<file path="src/rtl/ssaw_mix_if.sv">
`timescale 1ns/1ps
// ssaw_mix_if
// Groups the signals between the supersaw voice, the seven-tap mixer and the
// VCA/DAC path.
//   ss1..ss7     : 8-bit unsigned oscillator taps (voice -> mixer)
//   gain         : 7-bit output gain, multiplier (gain+1)/128 (voice -> mixer)
//   signal_out   : 8-bit mixed sample, held between updates (mixer -> DAC)
//   sample_valid : one-cycle pulse when signal_out updates (mixer -> DAC)
//   overrun      : sticky flag, strobe seen while busy (mixer -> DAC)
// master = voice / test driver side, slave = mixer side.
interface ssaw_mix_if;
    logic [7:0] ss1;
    logic [7:0] ss2;
    logic [7:0] ss3;
    logic [7:0] ss4;
    logic [7:0] ss5;
    logic [7:0] ss6;
    logic [7:0] ss7;
    logic [6:0] gain;
    logic [7:0] signal_out;
    logic       sample_valid;
    logic       overrun;

    modport master (
        output ss1, ss2, ss3, ss4, ss5, ss6, ss7, gain,
        input  signal_out, sample_valid, overrun
    );

    modport slave (
        input  ss1, ss2, ss3, ss4, ss5, ss6, ss7, gain,
        output signal_out, sample_valid, overrun
    );
endinterface

</file>
<file path="src/rtl/ssaw_mix.sv">
`timescale 1ns/1ps
// ssaw_mix
// Seven-tap supersaw mixer. Once per SAMPLE_DIV clocks all seven taps are
// captured together, summed serially (one tap per clock), normalised to 8 bits
// with a x147/1024 (~1/7) scale and saturation, then multiplied by
// (gain+1)/128 and presented with a one-cycle sample_valid pulse.
//
// Ports:
//   clk : system clock
//   rst : asynchronous active-high reset
//   bus : ssaw_mix_if.slave (taps and gain in; signal_out, sample_valid,
//         overrun out)
// Parameter:
//   SAMPLE_DIV : clocks per output sample (10..65535)
// Optional feature macro:
//   SSAW_MIX_DITHER_EN : adds a 16-bit LFSR whose low 3 bits are added to the
//                        accumulated sum before scaling.
module ssaw_mix #(
    parameter int unsigned SAMPLE_DIV = 1042
) (
    input  logic       clk,
    input  logic       rst,
    ssaw_mix_if.slave  bus
);

    typedef enum logic [1:0] {
        IDLE  = 2'd0,
        ACC   = 2'd1,
        SCALE = 2'd2,
        OUT   = 2'd3
    } state_t;

    state_t      state_reg;
    logic [15:0] div_reg;
    logic [10:0] acc_reg;
    logic [2:0]  idx_reg;
    logic [7:0]  norm_reg;
    logic [7:0]  signal_out_reg;
    logic        sample_valid_reg;
    logic        overrun_reg;
    logic [7:0]  snap_reg [7];

    logic [7:0]  tap [7];
    logic        strobe;
    logic [11:0] scale_in;
    logic [8:0]  scaled;
    logic [7:0]  norm_next;
    logic [7:0]  gain_p1;
    logic [7:0]  out_next;

    assign tap[0] = bus.ss1;
    assign tap[1] = bus.ss2;
    assign tap[2] = bus.ss3;
    assign tap[3] = bus.ss4;
    assign tap[4] = bus.ss5;
    assign tap[5] = bus.ss6;
    assign tap[6] = bus.ss7;

    assign strobe = (div_reg == 16'(SAMPLE_DIV - 1));

`ifdef SSAW_MIX_DITHER_EN
    // Fibonacci LFSR, taps 16,15,13,4; steps once per sample strobe so the
    // dither value is constant for the whole sample in flight.
    logic [15:0] lfsr_reg;
    logic        lfsr_fb;

    assign lfsr_fb = lfsr_reg[15] ^ lfsr_reg[14] ^ lfsr_reg[12] ^ lfsr_reg[3];

    always_ff @(posedge clk or posedge rst) begin
        if (rst) begin
            lfsr_reg <= 16'hACE1;
        end else if (strobe) begin
            lfsr_reg <= {lfsr_reg[14:0], lfsr_fb};
        end
    end

    assign scale_in = {1'b0, acc_reg} + {9'b0, lfsr_reg[2:0]};
`else
    assign scale_in = {1'b0, acc_reg};
`endif

    // (scale_in * 147) >> 10 fits in 9 bits; bit 8 set means the result
    // exceeds 255 and must saturate.
    assign scaled    = 9'(({7'b0, scale_in} * 19'd147) >> 10);
    assign norm_next = scaled[8] ? 8'hFF : scaled[7:0];

    // (gain+1) ranges 1..128, so norm * (gain+1) >> 7 never exceeds norm.
    assign gain_p1  = {1'b0, bus.gain} + 8'd1;
    assign out_next = 8'(({7'b0, norm_reg} * {7'b0, gain_p1}) >> 7);

    always_ff @(posedge clk or posedge rst) begin
        if (rst) begin
            state_reg        <= IDLE;
            div_reg          <= 16'd0;
            acc_reg          <= 11'd0;
            idx_reg          <= 3'd0;
            norm_reg         <= 8'd0;
            signal_out_reg   <= 8'd0;
            sample_valid_reg <= 1'b0;
            overrun_reg      <= 1'b0;
            for (int i = 0; i < 7; i++) begin
                snap_reg[i] <= 8'd0;
            end
        end else begin
            div_reg          <= strobe ? 16'd0 : div_reg + 16'd1;
            sample_valid_reg <= 1'b0;

            // A strobe landing mid-computation is dropped but remembered.
            if (strobe && state_reg != IDLE) begin
                overrun_reg <= 1'b1;
            end

            case (state_reg)
                IDLE: begin
                    if (strobe) begin
                        for (int i = 0; i < 7; i++) begin
                            snap_reg[i] <= tap[i];
                        end
                        acc_reg   <= 11'd0;
                        idx_reg   <= 3'd0;
                        state_reg <= ACC;
                    end
                end
                ACC: begin
                    acc_reg <= acc_reg + {3'b0, snap_reg[idx_reg]};
                    idx_reg <= idx_reg + 3'd1;
                    if (idx_reg == 3'd6) begin
                        state_reg <= SCALE;
                    end
                end
                SCALE: begin
                    norm_reg  <= norm_next;
                    state_reg <= OUT;
                end
                OUT: begin
                    signal_out_reg   <= out_next;
                    sample_valid_reg <= 1'b1;
                    state_reg        <= IDLE;
                end
                default: state_reg <= IDLE;
            endcase
        end
    end

    assign bus.signal_out   = signal_out_reg;
    assign bus.sample_valid = sample_valid_reg;
    assign bus.overrun      = overrun_reg;

endmodule

</file>
<file path="src/flat_wrapper.sv">
// flat-port wrapper written by rule: the top's interface ports become plain ports
module ssaw_mix_flat 
#(
    parameter int unsigned SAMPLE_DIV = 1042
)
  (clk, rst, bus_ss1, bus_ss2, bus_ss3, bus_ss4, bus_ss5, bus_ss6, bus_ss7, bus_gain, bus_signal_out, bus_sample_valid, bus_overrun);
  ssaw_mix_if bus_i ();
  input  logic clk;
  input  logic rst;
  input wire logic [$bits(bus_i.ss1)-1:0] bus_ss1;
  input wire logic [$bits(bus_i.ss2)-1:0] bus_ss2;
  input wire logic [$bits(bus_i.ss3)-1:0] bus_ss3;
  input wire logic [$bits(bus_i.ss4)-1:0] bus_ss4;
  input wire logic [$bits(bus_i.ss5)-1:0] bus_ss5;
  input wire logic [$bits(bus_i.ss6)-1:0] bus_ss6;
  input wire logic [$bits(bus_i.ss7)-1:0] bus_ss7;
  input wire logic [$bits(bus_i.gain)-1:0] bus_gain;
  output wire logic [$bits(bus_i.signal_out)-1:0] bus_signal_out;
  output wire logic [$bits(bus_i.sample_valid)-1:0] bus_sample_valid;
  output wire logic [$bits(bus_i.overrun)-1:0] bus_overrun;
  assign bus_i.ss1 = bus_ss1;
  assign bus_i.ss2 = bus_ss2;
  assign bus_i.ss3 = bus_ss3;
  assign bus_i.ss4 = bus_ss4;
  assign bus_i.ss5 = bus_ss5;
  assign bus_i.ss6 = bus_ss6;
  assign bus_i.ss7 = bus_ss7;
  assign bus_i.gain = bus_gain;
  assign bus_signal_out = bus_i.signal_out;
  assign bus_sample_valid = bus_i.sample_valid;
  assign bus_overrun = bus_i.overrun;
  ssaw_mix #(.SAMPLE_DIV(SAMPLE_DIV)) u_core (.clk(clk), .rst(rst), .bus(bus_i));
endmodule
</file>
<file path="config.mk">
export PLATFORM = sky130hd
export DESIGN_NAME = ssaw_mix_flat
export DESIGN_NICKNAME = d
export VERILOG_FILES = /design/src/rtl/ssaw_mix_if.sv /design/src/rtl/ssaw_mix.sv /design/src/flat_wrapper.sv
export SDC_FILE = /design/constraint.sdc
export NUM_CORES = 1
export LEC_CHECK = 0
export CAP_MARGIN = 10
export CORE_MARGIN = 5
export CORE_UTILIZATION = 40
export CTS_CLUSTER_DIAMETER = 150
export DETAILED_ROUTE_END_ITERATION = 7
export GPL_TIMING_DRIVEN = 0
export PLACE_DENSITY = 0.64
export SLEW_MARGIN = 0
export SYNTH_ARGS = -nofsm -noshare
export SYNTH_HDL_FRONTEND = slang
export SYNTH_SLANG_ARGS = --single-unit
</file>
<file path="constraint.sdc">
create_clock -name clk -period 12.6 [get_ports clk]
set_clock_uncertainty 0.15 [all_clocks]
set_input_delay 2.52 -clock clk [delete_from_list [all_inputs] [get_ports clk]]
set_output_delay 2.52 -clock clk [all_outputs]
set_load 0.005 [all_outputs]
</file>
==> metrics.md <==
| Metric | Value |
|---|---|
| Status | finished clean |
| # diodes | 0 |
| DP Cell Count | 1121 |
| CP required | 12.69 ns |
| Gr ovfl total | 0 |
| GP Congestion | 0.831 |
| CP Cell Sequence | clkdlybuf4s50_1, ha_1, nand3_1, nor2_1, xnor2_1, nor2b_1, fa_1, fa_1, fa_1, inv_1, fa_1, inv_1, ha_1, or2_2, a21oi_1, a21oi_2, a211oi_1, xnor2_1, mux2_2 |
| Setup crit end kind | register |
| Multi-input combinational cell area | 5180 um^2 |
| Starting DRT DRC Count | 217 |
| Avg WL per Cell | 14.5 um |
| Final hold violation count | 0 |
| Number of library cell types mapped by synthesis | 55 |
| Pwr dens | 70.8 nW/um^2 |
| Core ar. | 20300 um^2 |
| CP most frequent cell | fa_1 |
| Max cap viols | 0 |
| Setup repair after global routing missed its margin | no |
| Area growth syn-to-layout | 16.9% |
| Clock tree sinks | 106 |
| Minimum clock period | 7.98 ns |
| Synth async-reset ratio | 1.00 |
| Vias | 5663 |
| Worst Path Max Fanout | 10 |
| FF+latch count, synth | 106 |
| Die Y | 154 um |
| Vias in the first global route | 5981 |
| HP Class | reg2reg |
| Antenna Nets Post-Route | 0 |
| Filler cells | 1905 |
| Global-route usage over all layers | 0.146 |
| EDFF count, synth | 0 |
| Slew Limit Fails | 0 |
| Post-Syn Area | 8280 um^2 |
| DRT Wirelength | 16.4 mm |
| Slowest-stage cell, CP | xnor2_1 |
| Post-synth top flop | dfrtp_1 |
| Max FFs per register | 56 |
| Post-CTS Hold Buffers | 0 |
| Syn_nets | 982 |
| Mapped Avg Cell Area | 10.7 um^2 |
| CTS tree | yes |
| Endpoints failing setup | 0 |
| 1st-pass router iterations | 6 |
| Final HPWL DP | 13.0 mm |
| Fmax | 125 MHz |
| Port bufs | 74 |
| Buf/Inv on CP | 3 |
| Lkg Pwr | 4.72 nW |
| CTS Buf Count | 9 |
| Final setup margin | 4.62 ns |
| Kind of critical path | in2reg |
| First-pass GRT wire length | 28.9 mm |
| CP Data Arrival Time | 8.07 ns |
| H-tree Lvls | 3 |
| Row cnt | 52 |
| Setup_tns | 0 ns |
| Post-Layout Inst Area | 9680 um^2 |
| Worst setup SP type | primary input |
| Final worst path period share | 0.633 |
| Register area | 2650 um^2 |
| Antenna violations before repair | 0 |
| VDD IR max | 0.0000636 V |
| CP max stage delay | 0.61 ns |
| Starting Density | 0.408 |
| Placement-stage cell area | 9390 um^2 |
| Post-synthesis cell count | 776 |
| Hold_ws | 0.333 ns |
| Register area share after synthesis | 0.320 |
| Pre-CTS WS | 4.22 ns |
| Drt drc | 0 |
| Slew @ Worst Pin | 0.769 ns |
| Skew-Pair Late Insertion Delay | 0.36 ns |
| Via/cell ratio | 4.98 |
| Synth Warn # | 0 |
| Clk pin slew, worst setup/hold paths | 0.07 ns |
| Layout cells sized above 1 | 0.133 |
| # Post-CTS Setup Buffers | 0 |
| Final nets | 1068 |
| Die area | 23700 um^2 |
| CTS Buffer Depth | 2 |
| CTS Root Cell | clkbuf_16 |
| Die Wd | 154 um |
| Largest net degree at the start of global routing | 59 |
| Final Non-Filler Cells | 1137 |
| Top Family by Delay on Critical Path | adder cells |
| Slew headroom | 0.484 |
| Number of cells upsized or downsized after cts | 0 |
| I/O pins | 75 |
-- cell families after synthesis --
family	Yosys count	share of synthesized area
adders and majority gates	141	0.255
AOI/OAI and AO/OA	94	0.0778
and+or+nand+nor	190	0.121
xor gates and xnor gates	39	0.0413
DFF	106	0.320
muxes	89	0.130
buffers and inverters	117	0.0541
-- layout by cell type, fill, tap and decap left out, drive strengths merged, types with 7 or more instances in the layout --
cell / count
dfrtp: 106
inv: 102
ha: 95
clkdlybuf4s50: 74
mux2: 70
fa: 46
nand2: 43
nor2: 31
nor2b: 31
a21oi: 25
xnor2: 24
o21ai: 24
clkbuf: 20
and2: 19
xor2: 15
nand3: 12
nand2b: 12
mux2i: 11
a21o: 9
and3: 9
buf: 9
mux4: 8
nor3: 8
a22o: 7
nand4: 7
-- metal layers --
layer	share of wire	routed length, um	up-vias	track usage
li1	-	-	2808	-
met1	0.47	7780	2786	0.199
met2	0.49	8060	61	0.247
met3	0.028	461	8	0.0270
met4	0.0086	142	0	0.0278
met5	0	0	-	0
-- worst paths after layout --
| check | startpoint | endpoint | slack (ns) | depth (start not counted) |
|---|---|---|---|---|
| worst max-delay path | bus_gain[0] | u_core.bus.signal_out[7] | 4.62 | 19 |
| worst min-delay path | u_core.div_reg[15] | u_core.div_reg[15] | 0.33 | 1 |
| worst max register to register | u_core.norm_reg[2] | u_core.bus.signal_out[7] | 7.94 | 14 |
| worst min register to register | u_core.div_reg[15] | u_core.div_reg[15] | 0.33 | 1 |
| max in group asynchronous | rst | u_core.snap_reg[41] | 9.10 | 3 |
| min in group asynchronous | rst | u_core.norm_reg[3] | 2.50 | 2 |
-- layout make-up --
cell class,count,area share
inverter,99,0.0387
clock inverter,6,0.00633
timing repair buffer,75,0.0794
clock buffer,10,0.0237
sequential,106,0.274
multi-input combinational,553,0.535
buffer,18,0.00789
tap,270,0.0349
-- synthesized netlist by cell type, types with 7 or more instances --
cell,number,area [um^2]
nand2_1,43,161
nand4_1,7,43.8
and2_1,19,119
and3_1,9,56.3
a21o_1,9,67.6
nand2b_1,12,75.1
mux2_2,70,788
mux2i_1,11,110
ha_1,95,1190
clkbuf_1,10,37.5
nor2b_1,31,194
nor2_1,31,116
nor3_1,8,40.0
a21oi_1,23,115
inv_1,98,368
xnor2_1,24,210
nand3_1,12,60.1
o21ai_0,23,115
mux4_2,8,180
fa_1,46,921
dfrtp_1,106,2650
buf_2,7,35.0
a22o_1,7,61.3
xor2_1,15,131
-- metrics by stage --
step	utilization	power, mW
floorplan	-	0.383
global placement	0.461	0.412
detailed placement	0.462	0.414
CTS	0.477	0.695
global route	0.477	0.716
finish	0.477	0.685
-- power by group --
group	leakage [nW]	internal [mW]	switching, mW
logic	3.24	0.0313	0.0214
clock network	0.138	0.139	0.140
registers	1.34	0.349	0.00432
Power figures use the tool's default switching activity.
